===== src/rtl/id_ex_stage.sv =====
// id_ex_stage: decode stage with register file, immediate extender and the
// ID/EX pipeline register. Inserts one bubble on a load-use hazard and keeps
// a saturating count of those bubbles.
// Optional macro ID_BYPASS_EN: same-cycle writeback is forwarded to the
// operand reads (write-first). Without it reads are read-first.
//
// Handshake: a beat moves upstream->stage when in_valid & in_ready & ~flush,
// and stage->EX when out_valid & out_ready. in_ready never depends on
// in_valid except through the hazard term; flush forces in_ready so the
// incoming instruction is consumed and dropped.
module id_ex_stage #(
    parameter int DATA_W      = 32,
    parameter int REG_AW      = 5,
    parameter int CTRL_W      = 16,
    parameter int MEMREAD_BIT = 3
) (
    input  logic              clk,
    input  logic              reset,
    input  logic              in_valid,
    output logic              in_ready,
    input  logic [31:0]       in_inst,
    input  logic [DATA_W-1:0] in_pc_plus_4,
    input  logic [CTRL_W-1:0] in_ctrl,
    input  logic              in_ext_op,
    input  logic              in_lu_op,
    input  logic              wb_we,
    input  logic [REG_AW-1:0] wb_addr,
    input  logic [DATA_W-1:0] wb_data,
    input  logic              flush,
    output logic              out_valid,
    input  logic              out_ready,
    output logic [CTRL_W-1:0] out_ctrl,
    output logic [DATA_W-1:0] out_pc_plus_4,
    output logic [DATA_W-1:0] out_rs_data,
    output logic [DATA_W-1:0] out_rt_data,
    output logic [DATA_W-1:0] out_imm,
    output logic [REG_AW-1:0] out_rs,
    output logic [REG_AW-1:0] out_rt,
    output logic [REG_AW-1:0] out_rd,
    output logic [DATA_W-1:0] out_shamt,
    output logic [31:0]       stall_cnt
);
    localparam int DEPTH = 1 << REG_AW;

    logic [DATA_W-1:0] rf [DEPTH];

    logic [REG_AW-1:0] rs_a, rt_a, rd_a;
    logic [15:0]       imm16;
    logic [DATA_W-1:0] rs_data, rt_data, imm, shamt;
    logic              hz, adv, transfer;
    logic              unused_opcode;

    assign rs_a          = REG_AW'(in_inst[25:21]);
    assign rt_a          = REG_AW'(in_inst[20:16]);
    assign rd_a          = REG_AW'(in_inst[15:11]);
    assign imm16         = in_inst[15:0];
    assign shamt         = DATA_W'(in_inst[10:6]);
    assign unused_opcode = ^in_inst[31:26];

    // Operand read; entry 0 always reads as zero.
    always_comb begin
        rs_data = rf[rs_a];
        rt_data = rf[rt_a];
`ifdef ID_BYPASS_EN
        if (wb_we && (wb_addr != '0) && (wb_addr == rs_a)) rs_data = wb_data;
        if (wb_we && (wb_addr != '0) && (wb_addr == rt_a)) rt_data = wb_data;
`endif
        if (rs_a == '0) rs_data = '0;
        if (rt_a == '0) rt_data = '0;
    end

    // Immediate extender: upper placement wins over sign/zero extension.
    always_comb begin
        imm = '0;
        if (in_lu_op)
            imm = DATA_W'({imm16, 16'b0});
        else if (in_ext_op)
            imm = {{(DATA_W-16){imm16[15]}}, imm16};
        else
            imm = {{(DATA_W-16){1'b0}}, imm16};
    end

    // Load in EX whose destination feeds either source field of the incoming
    // instruction. Both fields are compared regardless of instruction type.
    assign hz = out_valid & out_ctrl[MEMREAD_BIT] & in_valid & (out_rt != '0)
              & ((out_rt == rs_a) | (out_rt == rt_a));
    assign adv      = ~out_valid | out_ready;
    assign in_ready = (adv & ~hz) | flush;
    assign transfer = in_valid & in_ready & ~flush;

    // Register file: cleared on reset, entry 0 is never written.
    always_ff @(posedge clk) begin
        if (reset) begin
            for (int i = 0; i < DEPTH; i++) rf[i] <= '0;
        end else if (wb_we && (wb_addr != '0)) begin
            rf[wb_addr] <= wb_data;
        end
    end

    // ID/EX register: flush, then bubble, then transfer, then drain.
    always_ff @(posedge clk) begin
        if (reset) begin
            out_valid     <= 1'b0;
            out_ctrl      <= '0;
            out_pc_plus_4 <= '0;
            out_rs_data   <= '0;
            out_rt_data   <= '0;
            out_imm       <= '0;
            out_rs        <= '0;
            out_rt        <= '0;
            out_rd        <= '0;
            out_shamt     <= '0;
            stall_cnt     <= '0;
        end else if (flush) begin
            out_valid <= 1'b0;
        end else if (adv && hz) begin
            out_valid <= 1'b0;
            if (stall_cnt != 32'hFFFF_FFFF) stall_cnt <= stall_cnt + 32'd1;
        end else if (transfer) begin
            out_valid     <= 1'b1;
            out_ctrl      <= in_ctrl;
            out_pc_plus_4 <= in_pc_plus_4;
            out_rs_data   <= rs_data;
            out_rt_data   <= rt_data;
            out_imm       <= imm;
            out_rs        <= rs_a;
            out_rt        <= rt_a;
            out_rd        <= rd_a;
            out_shamt     <= shamt;
        end else if (adv) begin
            out_valid <= 1'b0;
        end
    end
endmodule


===== config.mk =====
export PLATFORM = sky130hd
export DESIGN_NAME = id_ex_stage
export DESIGN_NICKNAME = d
export VERILOG_FILES = /design/src/rtl/id_ex_stage.sv
export SDC_FILE = /design/constraint.sdc
export NUM_CORES = 2
export LEC_CHECK = 0
export CAP_MARGIN = 20
export CORE_MARGIN = 5
export CORE_UTILIZATION = 35
export DETAILED_ROUTE_END_ITERATION = 7
export GPL_TIMING_DRIVEN = 0
export PLACE_DENSITY = 0.56
export SLEW_MARGIN = 10
export SYNTH_ARGS = -nofsm -noshare
export SYNTH_HDL_FRONTEND = slang
export SYNTH_SLANG_ARGS = --single-unit

===== constraint.sdc =====
create_clock -name clk -period 2.7 [get_ports clk]
set_clock_uncertainty 0.15 [all_clocks]
set_input_delay 0.54 -clock clk [delete_from_list [all_inputs] [get_ports clk]]
set_output_delay 0.54 -clock clk [all_outputs]
set_load 0.005 [all_outputs]

**Word-level counts from Yosys, hierarchy flattened**

Memory sizes are Yosys's and may differ from the RTL's.
Cells that the tools add are included.

- Register bits: 197
- Output and inout port bits: 225
- Bits of input ports: 125
- RAM bits: 1024
- Memories kept: 1

Memory list:

| memory | depth | width | read ports | clocked after Yosys merged registers in | write ports | RTL line | RTL |
|---|---|---|---|---|---|---|---|
| rf | 32 | 32 | 2 | 0 | 32 | 45 | `logic [DATA_W-1:0] rf [DEPTH];` |

- Bitwise logic cells: 14
- Equal/unequal tests: 3
- Muxes and demuxes: 14
- Reduce and logical (&&, ||, !) cells: 11
- Add/subtract/negate cells: 1

Operators with widths:

| kind | number |
|---|---|
| $mux W32 | 5 |
| $add A32 B1 Y32 const B | 1 |
| $ne A32 B32 Y1 const B | 1 |
| $reduce_or A32 Y1 | 1 |
| $eq A5 B5 Y1 | 2 |
| $logic_not A5 Y1 | 2 |
| $reduce_bool A5 Y1 | 2 |
| $mux W1 | 8 |
| $and A1 B1 Y1 | 7 |
| $reduce_and A3 Y1 | 2 |
| $mux W5 | 1 |
| $not A1 Y1 | 4 |
| $or A1 B1 Y1 | 3 |
| $reduce_or A3 Y1 | 1 |
| $logic_and A1 B1 Y1 | 2 |
| $reduce_bool A2 Y1 | 1 |

**Longest topological paths before layout**

- Word-level depth: 10
- Depth in mapped cells: 10

**Least setup slack after synthesis**

OpenSTA, ideal clock, no wires.

- Path type: in2reg
- Start point: input port in_inst[17]
- End point: register out_rt_data[10]
- Data arrival time: 2.421 ns
- Path slack: 0.009 ns
- Data required time: 2.430 ns
- Buffers on the path: 4
- Stages on the path: 8
- Cells stage by stage: buf_2 clkbuf_1 clkbuf_1 clkbuf_1 mux4_2 o22ai_1 nor3_1 a211o_1

- Longest elaborated chain between the ends: 9
- Elaborated cells between the ends (all ways): 14
- Those cells by class: 1 x eq/ne; 1 x mux; 8 x bitwise; 3 x reduce/logical; 1 x memory

RTL lines:

| element | RTL line | RTL |
|---|---|---|
| start, declared | 21 | `input logic [31:0] in_inst,` |
| $eq A5 B5 Y1 | 86 | `& ((out_rt == rs_a) \| (out_rt == rt_a));` |
| $or A1 B1 Y1 | 86 |  |
| $and A1 B1 Y1 | 86 |  |
| $not A1 Y1 | 88 | `assign in_ready = (adv & ~hz) \| flush;` |
| $and A1 B1 Y1 | 88 |  |
| $or A1 B1 Y1 | 88 |  |
| $and A1 B1 Y1 (2 in series) | 89 | `assign transfer = in_valid & in_ready & ~flush;` |
| $reduce_and A3 Y1 (no source line) | -- |  |
| end signal, assigned | 124 | `out_rt_data <= rt_data;` |
| end, declared | 35 | `output logic [DATA_W-1:0] out_rt_data,` |

Several ways; a longest one is shown, not always the timed one.
A chain may end at the register's enable or synchronous reset.

**Worst setup path in the final report**

- Start point: register out_rt[0]
- End point: output port in_ready

- Longest elaborated chain between the ends: 6
- Elaborated cells between the ends (all ways): 9
- Those cells by class: 2 x eq/ne; 6 x bitwise; 1 x reduce/logical

RTL lines:

| element | RTL line | RTL |
|---|---|---|
| start, declared | 38 | `output logic [REG_AW-1:0] out_rt,` |
| start signal, assigned | 127 | `out_rt <= rt_a;` |
| $eq A5 B5 Y1 or $reduce_bool A5 Y1 (tied branches) | 86, 85 |  |
| $or A1 B1 Y1 or $and A1 B1 Y1 (tied branches) | 86, 85 |  |
| $and A1 B1 Y1 * | 86 |  |
| $not A1 Y1 * | 88 |  |
| $and A1 B1 Y1 * | 88 |  |
| $or A1 B1 Y1 * | 88 |  |
| end, declared | 20 | `output logic in_ready,` |

Mark *: on every way between the ends. The rest lies on a longest branch, timed or not.

==> results.md <==
* Clock slew at reported path FFs at 0.06 ns
* Power per Cell Area at just over 600 nW/um^2
* RSZ-0062 raised after global routing: yes
* Top delay family on crit path: simple AND/OR/NAND/NOR gates
* Seq/Total Area, Yosys at 0.560
* Site Rows at 154
* Vias in the first global route at 42900
* Via density per instance at 5.60
* Placement-stage cell area at 68300 um^2
* Post-layout util at 0.426
* Grt total ovfl at 0
* Worst Setup Start Kind: flip-flop
* Count of cell types in the netlist at 55
* Die Area at 185000 um^2
* Max Root-Sink Buffers at 3
* Synth Instances at between 4000 and 5000
* Ys async rst share at 0
* Status: finished with violations
* Setup Slack @ Placement at -2.18 ns
* Period utilization at 1.09
* Synth top cells by count: 1023 x edfxtp_1, 992 x and2_1, 390 x mux4_2
* WL final at 227000 um
* Highest cell delay on the worst timing path at approximately 0.55 ns
* Tightest Pin Transition at ~1.1 ns
* Max Freq at about 0.34 GHz
* Yosys warnings at 0
* Gr usage total at 0.237
* DRT iter0 DRCs at 4203
* Routed wire per std cell at 29.7 um
* Largest net degree at the start of global routing at 33
* Final Slew Violations at 0
* Final nets at around 5300
* Critical path peak fanout at 4
* Clock net sink count at 1220
* Design area at roughly 75000 um^2
* Crit Path Class: reg2out
* Port Buffers at 310
* Tmin final at between 2 and 3 ns
* WP data required at about 2.0 ns
* Worst r2r src: out_rt[0]
* Most used cell, CP: nor2_4
* Final Setup Violations at between 40 and 50
* Max-Cap Viols at 0
* R2R cell count at 10
* R2r setup slk at -0.04 ns
* Share of cells above drive strength 1 at 0.207
* Vias at 42700
* Clock root buffer: clkbuf_16
* Number of remaining DRC errors at 0
* Synth Register Bits at 1220
* Global-route wire length before repair at 315000 um
* CTS buffer count at 137
* CP Launch Point: out_rt[0]
* CP Depth at 7
* CTS tree: yes
* Failing checks: negative setup slack
* WP buf/inv at 1
* Worst skew pair latency at 0.78 ns
* Final WS setup at -0.250 ns
* Most frequent cell after synthesis: edfxtp_1
* Peak supply drop at 0.000623 V
* Die H at 430 um
* Yosys top cell area share at 0.497
* Hold Path Class: in2reg
* Gpl congestion at between 0.9 and 1
* Top post-synthesis cells by area: edfxtp_1 50%, mux4_2 14%, and2_1 10%, dfxtp_1 6.4%, mux2i_1 4.1%
* EDFF count, synth at 1023
* Initial Util at 0.352
* Final hold viol count at 0
* First-pass DRT Iterations at 7
* CP arrival at ~2.3 ns
* Core Region at 176000 um^2
* Normalized max-slew margin at 0.250
* H-Tree Depth at 4
* Synth-to-Final Area Change at 21.1%
* Initial antenna violation count at 9
* Static Leak at about 26 nW
* I/O Pins at 350
* Synth area leader: edfxtp_1
* Die X at around 430 um
* FF-to-FF End: out_rt_data[15]
* Dominant synthesized flop cell: edfxtp_1
* Mean area per synthesized cell at 13.4 um^2
* Fillers at 16100
* Post-route antenna net violation count at 0
* Post-DP HPWL at ~170000 um
* CP max stage cell: or4_4
* Critical-path cell list: or4_4 > nor2_4 > or2_4 > nor2_4 > nand2_1 > a21o_1 > buf_6
* Post-Syn Area at 61900 um^2
* Endpoint class of the critical path: primary output
* Crit path to: in_ready
[worst reg2reg max path: stages, from the launching register on]
cell	delay, ns
dfxtp_4	0.37
or4_4	0.55
nor2_4	0.11
or2_4	0.14
buf_4	0.15
buf_4	0.13
o211ai_1	0.20
buf_4	0.26
clkbuf_8	0.22
nor3_4	0.30
a211o_1	0.13
[registers in the layout, summed over array words and instances, names as in the netlist]
register and count:
out_rs_data 32, stall_cnt 32, rf 1023, out_rd 5
out_rs 5, out_rt_data 32, out_ctrl 16, out_imm 32
out_pc_plus_4 32, out_valid 1, out_rt 5, out_shamt 5
[final cells by class]
class / instances / area [um^2] / area share
inverters: 5 / 18.8 / 0.000251
repair buffers: 341 / 3420 / 0.0457
well taps: 2340 / 2930 / 0.0391
clock buffers: 179 / 3810 / 0.0508
diodes: 4 / 10.0 / 0.000134
flip-flops and latches: 1220 / 34700 / 0.463
clock inverters: 62 / 609 / 0.00814
plain buffers: 484 / 2360 / 0.0315
multi-input cells: 3002 / 27100 / 0.361
[power breakdown]
group	switching [mW]	leakage (nW)	internal, mW
Sequential	0.626	11.4	21.4
Combinational	3.30	12.5	2.31
Clock	7.91	2.16	10.9
Total	11.8	26.0	34.6
[per-stage QoR]
step,setup TNS (ns),total power [mW],hold WS [ns],instances
2_1_floorplan,0,25.1,0.298,4687
6_report,-1.89,46.4,0.159,7637
5_1_grt,-0.497,47.7,0.137,7635
4_1_cts,-3.00,46.4,0.0949,7625
3_3_place_gp,-2955.78,27.3,0.292,7337
3_5_place_dp,-2936.04,27.5,0.295,7349
[worst min-delay path by stage]
stage	from	cells after the start	slack, ns	end
5_1_grt	in_pc_plus_4[22]	3	0.14	out_pc_plus_4[22]
3_3_place_gp	out_ctrl[12]	2	0.29	out_ctrl[12]
4_1_cts	in_ctrl[3]	3	0.09	out_ctrl[3]
2_1_floorplan	out_imm[10]	2	0.30	out_imm[10]
3_5_place_dp	out_imm[3]	2	0.29	out_imm[3]
6_report	in_pc_plus_4[22]	3	0.16	out_pc_plus_4[22]
[layout by cell type (no fill, tap or decap), drive strengths merged, types with 42 or more instances in the layout]
cell	instances
or2	65
mux4	390
edfxtp	1023
a21oi	227
nor2	73
conb	58
nand2	180
dfxtp	197
clkinv	42
clkbuf	544
a211o	62
nand2b	127
nor3	148
o221ai	124
clkdlybuf4s50	302
and2	992
buf	151
mux2i	252
o22ai	125
[per-layer routing]
metal  wire [um]  GRT usage  up-vias
li1            -          -    18600
met1       83100      0.279    21700
met2      113000      0.411     2049
met3       18200     0.0490      461
met4       12400      0.113        8
met5         352     0.0177        -
[logic make-up after synthesis]
logic type / Yosys count / synth area share
adder cells (fa/ha/maj): 1 / 0.000202
buffers and inverters: 496 / 0.0339
AO/OA/AOI/OAI: 587 / 0.0627
flip-flops: 1220 / 0.560
XOR/XNOR: 10 / 0.00142
multiplexers: 654 / 0.185
AND/OR/NAND/NOR: 1661 / 0.156
other: 1 / 0.0000606
[repair_timing]
action,CTS,global route
resized for setup,331,249
pin swaps,37,17
gates cloned,28,3
hold buffers,0,0
setup buffers,14,3
setup endpoints to repair,2125,813
No activity file was read; power rests on OpenSTA's default activity.
